### config.mk
export PLATFORM = sky130hd
export DESIGN_NAME = alu_param
export DESIGN_NICKNAME = d
export VERILOG_FILES = /design/src/rtl/alu_param.sv
export SDC_FILE = /design/constraint.sdc
export NUM_CORES = 1
export LEC_CHECK = 0
export CAP_MARGIN = 10
export CORE_ASPECT_RATIO = 1.75
export CORE_MARGIN = 5
export CORE_UTILIZATION = 28
export CTS_CLUSTER_SIZE = 28
export DETAILED_ROUTE_END_ITERATION = 8
export HOLD_SLACK_MARGIN = 0.03
export PLACE_DENSITY = 0.44
export REMOVE_ABC_BUFFERS = 1
export SYNTH_ARGS = -nofsm -noshare
export SYNTH_HDL_FRONTEND = slang
export SYNTH_SLANG_ARGS = --single-unit
### constraint.sdc
create_clock -name clk -period 7.63 [get_ports clk]
set_input_delay 1.526 -clock clk [delete_from_list [all_inputs] [get_ports clk]]
set_output_delay 1.526 -clock clk [all_outputs]
set_load 0.01 [all_outputs]
### src/rtl/alu_param.sv
// Multi-cycle ALU: single-cycle add/sub/logic, iterative Booth multiply, serial shifts.
// Define ALU_PARAM_DIV_EN to build the non-restoring divider (opcode 3) and its CORR state.
module alu_param #(
  parameter int WIDTH = 16
) (
  input  logic             clk,
  input  logic             rst,
  input  logic             start,
  input  logic [3:0]       s,
  input  logic [WIDTH-1:0] op_a,
  input  logic [WIDTH-1:0] op_b,
  output logic [WIDTH-1:0] result_lo,
  output logic [WIDTH-1:0] result_hi,
  output logic             negative,
  output logic             zero,
  output logic             carry,
  output logic             overflow,
  output logic             error,
  output logic             busy,
  output logic             done
);
  localparam int SW = $clog2(WIDTH);

  localparam logic [3:0] OP_ADD = 4'd0, OP_SUB = 4'd1, OP_MUL = 4'd2, OP_DIV = 4'd3,
                         OP_AND = 4'd4, OP_OR  = 4'd5, OP_XOR = 4'd6, OP_NOT = 4'd7,
                         OP_SHL = 4'd8, OP_SHR = 4'd9, OP_ASR = 4'd10;

  typedef enum logic [2:0] {IDLE, LOAD, EXEC, CORR, DONE} state_t;

  state_t           state;
  logic [WIDTH-1:0] a_reg, b_reg;
  logic [3:0]       op_reg;
  logic [SW-1:0]    cnt;
  logic [SW-1:0]    amt;

  // Accumulator carries one guard bit so a most-negative multiplicand stays exact.
  logic [WIDTH:0]   mul_a, mul_sum, mul_a_next, m_ext;
  logic [WIDTH-1:0] mul_q, mul_q_next;
  logic             mul_qm1;

  logic [WIDTH-1:0] sh_reg, sh_next;
  logic             sh_c_next;

  logic [WIDTH:0]   add_w, sub_w;
  logic [WIDTH-1:0] res_lo, res_hi;
  logic             res_n, res_z, res_c, res_v, res_e;
  logic             exec_last, commit;

`ifdef ALU_PARAM_DIV_EN
  logic [WIDTH+1:0] div_r, div_r_sh, div_r_new, rem_fix, b_ext;
  logic [WIDTH-1:0] div_q, div_q_new;
  logic             go_corr;

  always_comb begin
    b_ext     = {2'b00, b_reg};
    div_r_sh  = {div_r[WIDTH:0], div_q[WIDTH-1]};
    div_r_new = div_r[WIDTH+1] ? (div_r_sh + b_ext) : (div_r_sh - b_ext);
    div_q_new = {div_q[WIDTH-2:0], ~div_r_new[WIDTH+1]};
    rem_fix   = div_r[WIDTH+1] ? (div_r + b_ext) : div_r;
    go_corr   = (op_reg == OP_DIV) && (b_reg != '0);
  end
`endif

  assign amt = b_reg[SW-1:0];

  always_comb begin
    m_ext = {b_reg[WIDTH-1], b_reg};
    case ({mul_q[0], mul_qm1})
      2'b01:   mul_sum = mul_a + m_ext;
      2'b10:   mul_sum = mul_a - m_ext;
      default: mul_sum = mul_a;
    endcase
    mul_a_next = {mul_sum[WIDTH], mul_sum[WIDTH:1]};
    mul_q_next = {mul_sum[0], mul_q[WIDTH-1:1]};
  end

  always_comb begin
    case (op_reg)
      OP_SHL: begin
        sh_next   = {sh_reg[WIDTH-2:0], 1'b0};
        sh_c_next = sh_reg[WIDTH-1];
      end
      OP_SHR: begin
        sh_next   = {1'b0, sh_reg[WIDTH-1:1]};
        sh_c_next = sh_reg[0];
      end
      default: begin
        sh_next   = {sh_reg[WIDTH-1], sh_reg[WIDTH-1:1]};
        sh_c_next = sh_reg[0];
      end
    endcase
  end

  always_comb begin
    case (op_reg)
      OP_MUL:                 exec_last = (cnt == SW'(WIDTH - 1));
`ifdef ALU_PARAM_DIV_EN
      OP_DIV:                 exec_last = (b_reg == '0) || (cnt == SW'(WIDTH - 1));
`endif
      OP_SHL, OP_SHR, OP_ASR: exec_last = (amt == '0) || (cnt == amt - 1'b1);
      default:                exec_last = 1'b1;
    endcase
`ifdef ALU_PARAM_DIV_EN
    commit = ((state == EXEC) && exec_last && !go_corr) || (state == CORR);
`else
    commit = (state == EXEC) && exec_last;
`endif
  end

  // Final results are formed from the values the last iteration is about to produce.
  always_comb begin
    res_lo = '0;
    res_hi = '0;
    res_c  = 1'b0;
    res_v  = 1'b0;
    res_e  = 1'b0;
    add_w  = {1'b0, a_reg} + {1'b0, b_reg};
    sub_w  = {1'b0, a_reg} + {1'b0, ~b_reg} + (WIDTH+1)'(1);
    case (op_reg)
      OP_ADD: begin
        res_lo = add_w[WIDTH-1:0];
        res_c  = add_w[WIDTH];
        res_v  = (a_reg[WIDTH-1] == b_reg[WIDTH-1]) && (add_w[WIDTH-1] != a_reg[WIDTH-1]);
      end
      OP_SUB: begin
        res_lo = sub_w[WIDTH-1:0];
        res_c  = sub_w[WIDTH];
        res_v  = (a_reg[WIDTH-1] != b_reg[WIDTH-1]) && (sub_w[WIDTH-1] != a_reg[WIDTH-1]);
      end
      OP_MUL: {res_hi, res_lo} = {mul_a_next[WIDTH-1:0], mul_q_next};
`ifdef ALU_PARAM_DIV_EN
      OP_DIV: begin
        if (b_reg == '0) begin
          res_lo = '1;
          res_hi = a_reg;
          res_e  = 1'b1;
        end else begin
          res_lo = div_q;
          res_hi = rem_fix[WIDTH-1:0];
        end
      end
`endif
      OP_AND: res_lo = a_reg & b_reg;
      OP_OR:  res_lo = a_reg | b_reg;
      OP_XOR: res_lo = a_reg ^ b_reg;
      OP_NOT: res_lo = ~a_reg;
      OP_SHL, OP_SHR, OP_ASR: begin
        if (amt == '0) begin
          res_lo = a_reg;
        end else begin
          res_lo = sh_next;
          res_c  = sh_c_next;
        end
      end
      default: res_e = 1'b1;
    endcase
    res_n = (op_reg == OP_MUL) ? res_hi[WIDTH-1] : res_lo[WIDTH-1];
    res_z = (op_reg == OP_MUL) ? ({res_hi, res_lo} == '0) : (res_lo == '0);
  end

  always_ff @(posedge clk or posedge rst) begin
    if (rst) begin
      state <= IDLE;
      a_reg <= '0; b_reg <= '0; op_reg <= '0; cnt <= '0;
      mul_a <= '0; mul_q <= '0; mul_qm1 <= 1'b0; sh_reg <= '0;
`ifdef ALU_PARAM_DIV_EN
      div_r <= '0; div_q <= '0;
`endif
      result_lo <= '0; result_hi <= '0;
      negative <= 1'b0; zero <= 1'b0; carry <= 1'b0; overflow <= 1'b0; error <= 1'b0;
      busy <= 1'b0; done <= 1'b0;
    end else begin
      case (state)
        IDLE: begin
          if (start) begin
            a_reg  <= op_a;
            b_reg  <= op_b;
            op_reg <= s;
            busy   <= 1'b1;
            state  <= LOAD;
          end
        end
        LOAD: begin
          cnt     <= '0;
          error   <= 1'b0;
          mul_a   <= '0;
          mul_q   <= a_reg;
          mul_qm1 <= 1'b0;
          sh_reg  <= a_reg;
`ifdef ALU_PARAM_DIV_EN
          div_r   <= '0;
          div_q   <= a_reg;
`endif
          state   <= EXEC;
        end
        EXEC: begin
          cnt     <= cnt + 1'b1;
          mul_a   <= mul_a_next;
          mul_q   <= mul_q_next;
          mul_qm1 <= mul_q[0];
          sh_reg  <= sh_next;
`ifdef ALU_PARAM_DIV_EN
          div_r   <= div_r_new;
          div_q   <= div_q_new;
          if (exec_last) begin
            if (go_corr) begin
              state <= CORR;
            end else begin
              state <= DONE;
              done  <= 1'b1;
            end
          end
`else
          if (exec_last) begin
            state <= DONE;
            done  <= 1'b1;
          end
`endif
        end
`ifdef ALU_PARAM_DIV_EN
        CORR: begin
          state <= DONE;
          done  <= 1'b1;
        end
`endif
        DONE: begin
          done  <= 1'b0;
          busy  <= 1'b0;
          state <= IDLE;
        end
        default: state <= IDLE;
      endcase
      if (commit) begin
        result_lo <= res_lo;
        result_hi <= res_hi;
        negative  <= res_n;
        zero      <= res_z;
        carry     <= res_c;
        overflow  <= res_v;
        error     <= res_e;
      end
    end
  end
endmodule
# Yosys cells after proc, flatten, opt, wreduce, memory -nomap -nowiden
# Cells that the tools add are included.
[totals]
ff_bits = 132
in_bits = 39
output_inout_bits = 39
wordCells = 98
[op_classes]
add_sub_neg = 7
n_eq_ne = 22
muxes = 27
bitwise = 5
n_reduce_logical = 19
[op_table]
columns = ["op", "n"]
rows = [
  ["16-bit one-hot mux with 8 select lines", 1],
  ["16-bit one-hot mux with 2 select lines", 3],
  ["17-bit one-hot mux with 2 select lines", 2],
  ["16-bit by 16-bit adder with 17-bit output", 2],
  ["32-bit zero test", 1],
  ["16-bit two-way mux", 2],
  ["16-bit NOT", 2],
  ["17-bit by 1-bit adder with 17-bit output, second input constant", 1],
  ["17-bit adder", 1],
  ["17-bit subtractor", 1],
  ["16-bit AND", 1],
  ["4-bit by 3-bit == test with 1-bit output, second input constant", 4],
  ["4-bit == test, second input constant", 4],
  ["16-bit zero test", 1],
  ["16-bit OR", 1],
  ["16-bit XOR", 1],
  ["1-bit one-hot mux with 2 select lines", 5],
  ["10-bit OR reduction", 1],
  ["1-bit two-way mux", 9],
  ["3-bit one-hot mux with 3 select lines", 1],
  ["4-bit zero test", 2],
  ["4-bit one-hot mux with 2 select lines", 1],
  ["2-bit AND reduction", 4],
  ["2-bit nonzero test", 4],
  ["19 further kinds", 25],
]

# Depth between registers and ports, before layout
# Gate-level depths: netlist of the first run.
[logic_depth]
depth_word = 6
mapped_depth = 19
depth_no_buf = 16

# Worst setup path after synthesis of the first run
# Ideal clock, no wire load.
[synth_path]
path_type = "reg2reg"
start = "reg b_reg[1]"
end = "reg zero"
setup_time_ps = 103
arrival_time_ps = 4016
t_required_ps = 7527
path_slack_ps = 3511
stages_incl_launch_ff = 20
synth_period_minus_slack_ps = 4119
cell_sequence = "dfrtp_1 > inv_1 > ha_1 > or3b_1 > buf_4 > clkbuf_1 > nor2_1 > a41oi_1 > xnor2_1 > ha_1 > clkbuf_2 > a21o_1 > a2bb2oi_1 > a21oi_1 > o31ai_1 > mux2_2 > a221oi_1 > o2111a_1 > a31oi_1 > o41ai_2"
[synth_between]
elab_chain_cells = 6
word_cells_on_any_way = 22
cone_classes = "6 x add/sub; 1 x eq/ne; 6 x mux; 4 x bitwise; 5 x reduce/logical"
[synth_rtl]
columns = ["item", "line", "rtl"]
rows = [
  ["start: declaration", "31", "logic [WIDTH-1:0] a_reg, b_reg;"],
  ["start signal: assignment", "177", "b_reg <= op_b;"],
  ["16-bit NOT", "118", "sub_w = {1'b0, a_reg} + {1'b0, ~b_reg} + (WIDTH+1)'(1);"],
  ["16-bit by 16-bit adder with 17-bit output", "118", ""],
  ["17-bit by 1-bit adder with 17-bit output", "118", ""],
  ["16-bit one-hot mux with 8 select lines", "119", "case (op_reg)"],
  ["32-bit zero test or 16-bit zero test (tied branches)", "158", "res_z = (op_reg == OP_MUL) ? ({res_hi, res_lo} == '0) : (res_lo == '0);"],
  ["1-bit two-way mux", "158", ""],
  ["end signal: assignment", "237", "zero <= res_z;"],
  ["end: declaration", "15", "output logic zero,"],
]
# Parallel ways exist; a longest one is shown, timed or not.
# A chain may end at the register's enable or synchronous reset.

# Worst setup path in the final report of the first run
# Same ends and word-level chain as after synthesis.

==> flow_summary.yaml, run 1 <==
global_routing:
  antenna_found_initial: 0
  grt-ovfl-total: 0
  grt_start_max_net_pins: 72
  grtUsageTotal_pct: 19.6
  grt_pass1_wl_mm: 58.3
  grt_pass1_vias: 9234
power_and_ir_drop:
  pwr_density_cell_mw_per_mm2: 570
  leakagePower_nw: 4.96
  p_int_mw: 3.26
  p_comb_share_pct: 65.2
  switching_share_pct: 51.4
  finalPower_mw: 6.69
  p_clk_share_pct: 14.1
  p_seq_share_pct: 20.7
  ir_drop_mv: 0.182
  netSwitchingPower_mw: 3.44
hold_path:
  hold_path.class: "reg2reg"
  hp-start: "result_hi[4]$_DFFE_PP0P_"
  min_to: "result_hi[4]$_DFFE_PP0P_"
  min_path_cells: 2
sta:
  fin_setup_tns_ns: 0
  finalHoldViolCount: 0
  setup_viol: 0
  fin_crit_sh_pct: 63.9
  slew_headroom_pct: 40.8
  fmax_mhz: 205
  final.min_clock_period_ns: 4.88
  maxSlewViolCount: 0
  rsz0062_at_grt: "false"
  worst_pin_slew_ns: 0.880
  finClkSkew_ns: 0.00785
clock_tree:
  clkLatencyLatePin_ns: 0.45
  cts_tree: "built"
  clock_path_buffers: 2
  cts_sinks: 131
  ctsHoldBuffers: 0
  cts_resized: 0
  cts_inserted_buffers: 17
  root_buffer: "clkbuf_16"
  htreeDepth: 4
  post_cts_buffers: 0
  clkTransAtPathRegs_ns: 0.06
routing:
  viasPerCell: 5.38
  routedWlPerCell_um: 23.3
  drcViolationCount: 0
  drt_first_pass_iters: 6
  ant_nets: 0
  drtIter0Drc: 543
  routed_wirelength_mm: 38.8
  via_count: 8952
floorplan:
  num_rows: 91
  core_sq_mm: 0.0351
  die_h_um: 259
  io_pins: 78
  start_util_pct: 28.2
  dieArea_sq_mm: 0.0394
  die_w_um: 152
synthesis:
  synth_xor_area_share_pct: 3.36
  netlist.area_leader.share_pct: 33.1
  synth_edf_count: 0
  yosysTopAreaCell: "dfrtp_1"
  synth.mux.area_fraction_pct: 6.74
  seq_area_frac_synth_pct: 33.1
  syn_area_sq_mm: 0.00990
  async_flop_share_pct: 100
  syn_avg_cell_area_sq_um: 8.69
  synthTopCellsByArea: "dfrtp_1, ha_1, o21ai_0"
  synth_top_family_by_area: "compound AO/OA/AOI/OAI gates"
  synth_flop_cell: "dfrtp_1"
  synth_fa_ha_area_share_pct: 9.07
  synth-simple-area-share_pct: 17.1
  ys_types: 96
  yosysWarningCount: 0
  synth_compound_area_share_pct: 24.5
  synthCells: 1139
  ys_ff_latch: 131
layout:
  syn2layout_area_growth_pct: 18.6
  fin_nets: 1294
  final_cell_mix: "nand2_1, dfrtp_1, o21ai_0, clkdlybuf4s50_1, ha_1"
  diodes: 0
  final_common_cell: "nand2_1"
  design_area_sq_mm: 0.0117
  drive_above_1_share_pct: 9.35
worst_setup_path:
  worstPathCellList: "inv_1 > ha_1 > or3b_1 > buf_4 > nor3_2 > a21oi_1 > xnor2_1 > ha_1 > nand4_1 > nor2_1 > a21boi_0 > o31ai_1 > mux2_2 > a221oi_1 > o2111a_1 > a31oi_1 > o41ai_2"
  ff2ff_setup_slack_ns: 2.75
  cp-end-kind: "flip-flop"
  worstPathMaxFanout: 18
  cpPeakStageDelay_ns: 0.46
  crit_top_cell: "ha_1"
  crit_arrival_ns: 5.22
  cp-start-kind: "flip-flop"
  crit_required_ns: 7.97
  slowest_stage: "dfrtp_1"
  r2r_end: "zero$_DFFE_PP0P_"
  r2r_start: "b_reg[1]$_DFFE_PP0P_"
  r2r.worst_path.cells: 17
  crit_type: "reg2reg"
place:
  io_buffers: 77
  dp_hpwl_mm: 29.2
  place_area_sq_mm: 0.0111
  globalplace.congestion: 0.898
run_status:
  outcome: "completed"
run:
  drv_cap: 0
routing by layer:
layer | up-vias | routed length [um] | global-route usage [%] | share of wire (%)
met5 | - | 0 | 0 | 0
met4 | 0 | 1750 | 9.40 | 4.5
met3 | 83 | 1330 | 2.91 | 3.4
met2 | 258 | 21700 | 38.2 | 56
met1 | 4396 | 14000 | 20.1 | 36
li1 | 4215 | - | - | -
how the worst max path moves through the flow:
stage                    startpoint              endpoint  cells past startpoint
3_3_place_gp   b_reg[1]$_DFFE_PP0P_      zero$_DFFE_PP0P_                     17
2_1_floorplan                   rst  a_reg[0]$_DFFE_PP0P_                      1
3_5_place_dp   b_reg[1]$_DFFE_PP0P_      zero$_DFFE_PP0P_                     17
5_1_grt        b_reg[1]$_DFFE_PP0P_      zero$_DFFE_PP0P_                     17
6_report       b_reg[1]$_DFFE_PP0P_      zero$_DFFE_PP0P_                     17
4_1_cts        b_reg[1]$_DFFE_PP0P_      zero$_DFFE_PP0P_                     17
critical path, delay by kind of cell (launching register included):
family,cells,cell delay [ns]
compound gates,7,1.64
fa+ha+maj,2,0.66
buf+inv,2,0.44
simple gates,4,1.00
mux,1,0.38
xor+xnor,1,0.17
flops,1,0.46
synth_stat cells (7+ instances only):
cell / n
buf_2: 14
nand2_1: 162
o22ai_1: 7
a221oi_1: 10
clkbuf_1: 35
mux4_2: 7
a21oi_1: 49
nor3_1: 23
nor2_1: 58
nor2b_1: 12
nand2b_1: 16
o31ai_1: 11
a22oi_1: 37
inv_1: 65
dfrtp_1: 131
mux2_2: 15
a22o_1: 7
a211oi_1: 8
xnor2_1: 30
ha_1: 67
o21ai_0: 126
mux2i_1: 34
nand3_1: 25
buf_4: 9
xor2_1: 8
power by group through the flow:
| stage | combinational, mW | sequential, mW | clock, mW |
|---|---|---|---|
| after floorplan | 2.89 | 1.30 | 0 |
| after global placement | 4.39 | 1.39 | 0 |
| after detailed placement | 4.37 | 1.39 | 0 |
| after CTS | 4.39 | 1.39 | 0.968 |
| after global routing | 4.77 | 1.42 | 0.997 |
| final | 4.36 | 1.39 | 0.944 |
cell families (layout without fill, tap and decap cells):
logic type,after synthesis,after routing
adders and majority gates,70,70
xor gates and xnor gates,38,38
muxes,56,56
buffers and inverters,135,194
and+or+nand+nor,353,353
DFF,131,131
AOI/OAI and AO/OA,356,356
per-stage QoR:
stage	utilization [%]	setup slack (ns)	hold slack (ns)	instances
2_1_floorplan	-	2.61	0.450	1070
3_3_place_gp	31.6	2.92	0.451	1631
3_5_place_dp	31.6	2.81	0.456	1631
4_1_cts	33.5	2.76	0.469	1663
5_1_grt	33.5	2.46	0.491	1663
6_report	33.5	2.75	0.461	1663
layout make-up:
cell class | instances | area, sq um
sequential | 131 | 3280
tap | 465 | 582
multi-input combinational | 873 | 6050
clock buffer | 23 | 488
inverter | 66 | 253
clock inverter | 9 | 174
fill | 3742 | 23300
timing repair buffer | 96 | 913
Note: power is estimated with default switching activity, not from simulation.
==> run 2: changes to the inputs <==
--- a/config.mk
+++ b/config.mk
@@ -12,7 +12,7 @@
 export CTS_CLUSTER_SIZE = 28
 export DETAILED_ROUTE_END_ITERATION = 8
 export HOLD_SLACK_MARGIN = 0.03
-export PLACE_DENSITY = 0.44
+export PLACE_DENSITY = 0.46
 export REMOVE_ABC_BUFFERS = 1
 export SYNTH_ARGS = -nofsm -noshare
 export SYNTH_HDL_FRONTEND = slang
==> constraint.sdc (replaced) <==
create_clock -name clk -period 4.1 [get_ports clk]
set_input_delay 0.82 -clock clk [delete_from_list [all_inputs] [get_ports clk]]
set_output_delay 0.82 -clock clk [all_outputs]
set_load 0.01 [all_outputs]
==> run 2 against run 1 <==
Against the previous run:
- combinational power increased by 99%
- non-clock buffer count increased by 50
- cell area increased by 3.4%
- routed wire length decreased by 1.1%
- worst hold slack improved by 0.0075 ns
- power increased by 89%
- first-iteration DRC count increased by 8.1%
==> flow_summary.yaml, run 2 (synthesis results as in run 1) <==
sta:
  maxSlewViolCount: 0
  fin_hold_ws_ns: 0.468
  rsz0062_at_grt: "false"
  finalHoldViolCount: 0
  finClkSkew_ns: 0.0131
  fin_crit_sh_pct: 93.5
  worst_pin_slew_ns: 1.24
  setup_viol: 0
  slew_headroom_pct: 16.7
  final.min_clock_period_ns: 3.83
  fmax_mhz: 261
  setup_ws_ns: 0.268
  fin_setup_tns_ns: 0
clock_tree:
  cts_inserted_buffers: 17
  cts_sinks: 131
  clkTransAtPathRegs_ns: 0.06
  htreeDepth: 4
  root_buffer: "clkbuf_16"
  cts_tree: "built"
  clock_path_buffers: 2
  ctsHoldBuffers: 0
  clkLatencyLatePin_ns: 0.45
power_and_ir_drop:
  ir_drop_mv: 0.275
  finalPower_mw: 12.7
  pwr_density_cell_mw_per_mm2: 1040
  leakagePower_nw: 5.17
routing:
  routedWlPerCell_um: 22.4
  drcViolationCount: 0
  drt_first_pass_iters: 7
  ant_nets: 0
  routed_wirelength_mm: 38.4
  viasPerCell: 5.35
  via_count: 9173
  drtIter0Drc: 587
place:
  io_buffers: 77
  dp_hpwl_mm: 29.6
  globalplace.congestion: 0.970
  dp_slack_ns: -0.00536
floorplan:
  start_util_pct: 28.2
  die_h_um: 259
  die_w_um: 152
  num_rows: 91
  core_sq_mm: 0.0351
  io_pins: 78
  dieArea_sq_mm: 0.0394
worst_setup_path:
  slowest_stage: "or3b_4"
  cp-start-kind: "flip-flop"
  crit_arrival_ns: 4.18
  crit_required_ns: 4.45
  crit_type: "reg2reg"
  worstPathCellList: "inv_1 > ha_1 > or3b_4 > nor2_2 > a41oi_1 > xnor2_1 > ha_2 > a21o_1 > a2bb2oi_1 > a21oi_1 > o31ai_2 > mux2_2 > a221oi_2 > o2111a_1 > a31oi_1 > o41ai_2"
  cp-end-kind: "flip-flop"
  crit_family: "compound AO/OA/AOI/OAI gates"
  cpPeakStageDelay_ns: 0.43
  worstPathMaxFanout: 7
  critPathBufInv: 1
global_routing:
  grt_pass1_vias: 9570
  grt_start_max_net_pins: 53
  grt-ovfl-total: 0
  grtUsageTotal_pct: 19.4
  antenna_found_initial: 0
  grt_pass1_wl_mm: 58.4
run_status:
  outcome: "completed"
layout:
  syn2layout_area_growth_pct: 22.6
  diodes: 0
  final_common_cell: "nand2_1"
  drive_above_1_share_pct: 13.9
  seqCellArea_sq_mm: 0.00328
  fill_cells: 3754
  multi_input_area_sq_mm: 0.00609
  fin_nets: 1344
  final_cell_mix: "nand2_1, dfrtp_1, o21ai_0, clkdlybuf4s50_1"
run:
  drv_cap: 0
hold_path:
  hold_path.class: "reg2reg"
run 2: cell count changes in the layout (fill, tap and decap cells not counted), moves of 3 or more:
cell and change:
bufinv_16 -3, buf_12 +4, clkinvlp_4 +5, buf_4 +46
run 2: through the flow:
stage,area [sq um],utilization [%],instances
after floorplan,9540,-,1070
after global placement,11500,32.7,1680
after detailed placement,11500,32.7,1680
after CTS,12100,34.5,1712
after global routing,12100,34.6,1713
final,12100,34.6,1713
run 2: metal layers:
layer / vias to the layer above / global-route usage, % / share of wire [%]
met5: - / 0 / 0
met4: 0 / 10.3 / 5.3
met3: 94 / 2.54 / 3.2
met2: 289 / 37.0 / 54
met1: 4472 / 20.6 / 37
li1: 4318 / - / -
run 2: area by class of cell:
class                      count  area share [%]
sequential                   131            27.0
multi-input combinational    873            50.2
clock buffer                  20            3.84
clock inverter                12            1.07
inverter                      66            2.08
timing repair buffer         146            11.0
tap                          465            4.79
run 2: what timing repair did:
item	CTS	global route
endpoints found under the setup margin	1	4
resized for setup	1	12
buffers inserted	0	1
pin swaps	0	3
run 2: worst register-to-register path, delay by kind of cell, from the launching register on:
family / cells / cell delay (ns)
DFF: 1 / 0.37
xor gates and xnor gates: 1 / 0.19
muxes: 1 / 0.38
and+or+nand+nor: 2 / 0.56
AOI/OAI and AO/OA: 9 / 1.64
adders and majority gates: 2 / 0.51
buffers and inverters: 1 / 0.08
run 2: worst paths after layout:
path	start	depth (start not counted)	slack, ns	end
min reg2reg	result_hi[14]$_DFFE_PP0P_	2	0.47	result_hi[14]$_DFFE_PP0P_
max in group asynchronous	rst	3	2.58	sh_reg[9]$_DFFE_PP0N_
max reg2reg	b_reg[0]$_DFFE_PP0P_	16	0.27	zero$_DFFE_PP0P_
max	b_reg[0]$_DFFE_PP0P_	16	0.27	zero$_DFFE_PP0P_
min	result_hi[14]$_DFFE_PP0P_	2	0.47	result_hi[14]$_DFFE_PP0P_
min in group asynchronous	rst	2	0.81	sh_reg[4]$_DFFE_PP0N_
run 2: power breakdown:
group / switching (mW) / internal [mW] / total (mW) / leakage (nW)
Combinational: 5.16 / 3.50 / 8.66 / 3.20
Sequential: 0.630 / 1.81 / 2.44 / 1.69
Clock: 0.638 / 0.941 / 1.58 / 0.280
==> run 3: changes to the inputs <==
--- a/config.mk
+++ b/config.mk
@@ -12,7 +12,7 @@
 export CTS_CLUSTER_SIZE = 28
 export DETAILED_ROUTE_END_ITERATION = 8
 export HOLD_SLACK_MARGIN = 0.03
-export PLACE_DENSITY = 0.46
+export PLACE_DENSITY = 0.53
 export REMOVE_ABC_BUFFERS = 1
 export SYNTH_ARGS = -nofsm -noshare
 export SYNTH_HDL_FRONTEND = slang
==> run 3 against run 2 <==
Against the previous run:
- setup slack lost 0.083 ns
- count of clock-buffer cells in the layout fell by 3
- clock skew is 0.0061 ns higher
- first-iteration DRC count increased by 1.2%
- global-route usage is 0.40 points lower
==> flow_summary.yaml, run 3 (synthesis results as in run 1) <==
sta:
  setup_viol: 0
  maxSlewViolCount: 0
  fin_hold_ws_ns: 0.462
  fmax_mhz: 255
  final.min_clock_period_ns: 3.92
  setup_ws_ns: 0.185
  finClkSkew_ns: 0.0192
  finalHoldViolCount: 0
  worst_pin_slew_ns: 0.914
  fin_crit_sh_pct: 95.5
  slew_headroom_pct: 39.1
floorplan:
  core_sq_mm: 0.0351
  die_w_um: 152
  io_pins: 78
  die_h_um: 259
  start_util_pct: 28.2
  dieArea_sq_mm: 0.0394
  num_rows: 91
clock_tree:
  htreeDepth: 4
  clkTransAtPathRegs_ns: 0.07
  root_buffer: "clkbuf_16"
  cts_inserted_buffers: 17
  clock_path_buffers: 2
  cts_tree: "built"
  clkLatencyLatePin_ns: 0.46
  cts_sinks: 131
layout:
  stdcell_count: 1720
  drive_above_1_share_pct: 14.1
  utilization_pct: 34.9
  final_common_cell: "nand2_1"
  fin_nets: 1351
  diodes: 0
  final_cell_mix: "nand2_1, dfrtp_1, o21ai_0, clkdlybuf4s50_1, buf_4"
  syn2layout_area_growth_pct: 23.6
worst_setup_path:
  crit_arrival_ns: 4.26
  cpPeakStageDelay_ns: 0.44
  r2r_end: "zero$_DFFE_PP0P_"
  critPathBufInv: 2
  cp-end-kind: "flip-flop"
  crit_required_ns: 4.45
  worstPathCellList: "buf_4 > ha_1 > fa_1 > a211oi_1 > o21a_1 > nor4_1 > a311oi_2 > o21ai_0 > nand2b_1 > a311oi_1 > nand4_1 > buf_4 > o41ai_2"
  crit_family: "compound AO/OA/AOI/OAI gates"
  ff2ff_setup_slack_ns: 0.18
  worstPathMaxFanout: 6
  slowest_stage: "fa_1"
  cp-start-kind: "flip-flop"
  crit_top_cell: "buf_4"
  r2r.worst_path.cells: 13
  r2r_start: "b_reg[0]$_DFFE_PP0P_"
  crit_type: "reg2reg"
hold_path:
  hp-start: "result_hi[4]$_DFFE_PP0P_"
  hold_path.class: "reg2reg"
  min_to: "result_hi[4]$_DFFE_PP0P_"
  min_path_cells: 2
global_routing:
  grt_pass1_wl_mm: 57.5
  antenna_found_initial: 0
  grt_pass1_vias: 9442
  grtUsageTotal_pct: 19.0
  grt_start_max_net_pins: 78
  grt-ovfl-total: 0
power_and_ir_drop:
  leakagePower_nw: 5.23
  p_comb_share_pct: 67.4
  ir_drop_mv: 0.288
  p_int_mw: 6.46
  switching_share_pct: 50.2
  netSwitchingPower_mw: 6.50
  pwr_density_cell_mw_per_mm2: 1060
  p_clk_share_pct: 13.8
  finalPower_mw: 13.0
  p_seq_share_pct: 18.8
place:
  dp_cells: 1687
  dp_hpwl_mm: 29.1
  dp_slack_ns: 0.106
  globalplace.congestion: 0.922
  io_buffers: 77
routing:
  drcViolationCount: 0
  routedWlPerCell_um: 21.9
  via_count: 9221
  routed_wirelength_mm: 37.7
  viasPerCell: 5.36
  ant_nets: 0
  drtIter0Drc: 594
  drt_first_pass_iters: 5
run_status:
  outcome: "completed"
run:
  drv_cap: 0
run 3: stage by stage:
step	instance area (sq um)	setup TNS [ns]
after floorplan	9540	-28.52
after global placement	11500	0
after detailed placement	11500	0
after CTS	12200	0
after global routing	12200	-0.0316
final	12200	0
run 3: worst max path at each step:
stage                               from                   end  slack, ns  cells past startpoint
global placement    b_reg[0]$_DFFE_PP0P_      zero$_DFFE_PP0P_       0.18                     16
global route        b_reg[1]$_DFFE_PP0P_      zero$_DFFE_PP0P_      -0.03                     16
finish              b_reg[0]$_DFFE_PP0P_      zero$_DFFE_PP0P_       0.18                     13
floorplan                            rst  a_reg[0]$_DFFE_PP0P_      -0.22                      1
detailed placement  b_reg[0]$_DFFE_PP0P_      zero$_DFFE_PP0P_       0.11                     16
CTS                 b_reg[0]$_DFFE_PP0P_      zero$_DFFE_PP0P_       0.08                     16
run 3: worst reg2reg max path, cell delays in order, from the launching register on:
cell and delay, ns:
dfrtp_1 0.38, buf_4 0.17, ha_1 0.25, fa_1 0.44, a211oi_1 0.41, o21a_1 0.28, nor4_1 0.10, a311oi_2 0.38
o21ai_0 0.26, nand2b_1 0.22, a311oi_1 0.30, nand4_1 0.15, buf_4 0.20, o41ai_2 0.27
run 3: metal layers:
layer / track usage, % / up-vias / wire (um)
met2: 36.3 / 250 / 20600
met1: 19.7 / 4546 / 13900
met4: 11.0 / 0 / 2100
met3: 2.47 / 91 / 1100
met5: 0 / - / 0
li1: - / 4334 / -
run 3: power groups by stage:
stage / clock [mW] / combinational [mW] / sequential (mW)
CTS: 1.82 / 8.65 / 2.42
detailed placement: 0 / 8.62 / 2.45
global placement: 0 / 8.58 / 2.43
floorplan: 0 / 5.37 / 2.41
global route: 1.87 / 9.53 / 2.50
finish: 1.79 / 8.74 / 2.43
run 3: final cells by class:
type	instances	area, sq um
Clock inverter	15	239
Timing Repair Buffer	153	1380
Inverter	66	253
Multi-Input combinational cell	873	6080
Tap cell	465	582
Clock buffer	17	425
Fill cell	3731	22800
Sequential cell	131	3280
run 3: what timing repair did:
| item | in CTS | in global routing |
|---|---|---|
| hold buffers | 0 | 0 |
| resized for setup | 0 | 11 |
| buffers inserted | 0 | 1 |
| setup endpoints to repair | 0 | 5 |
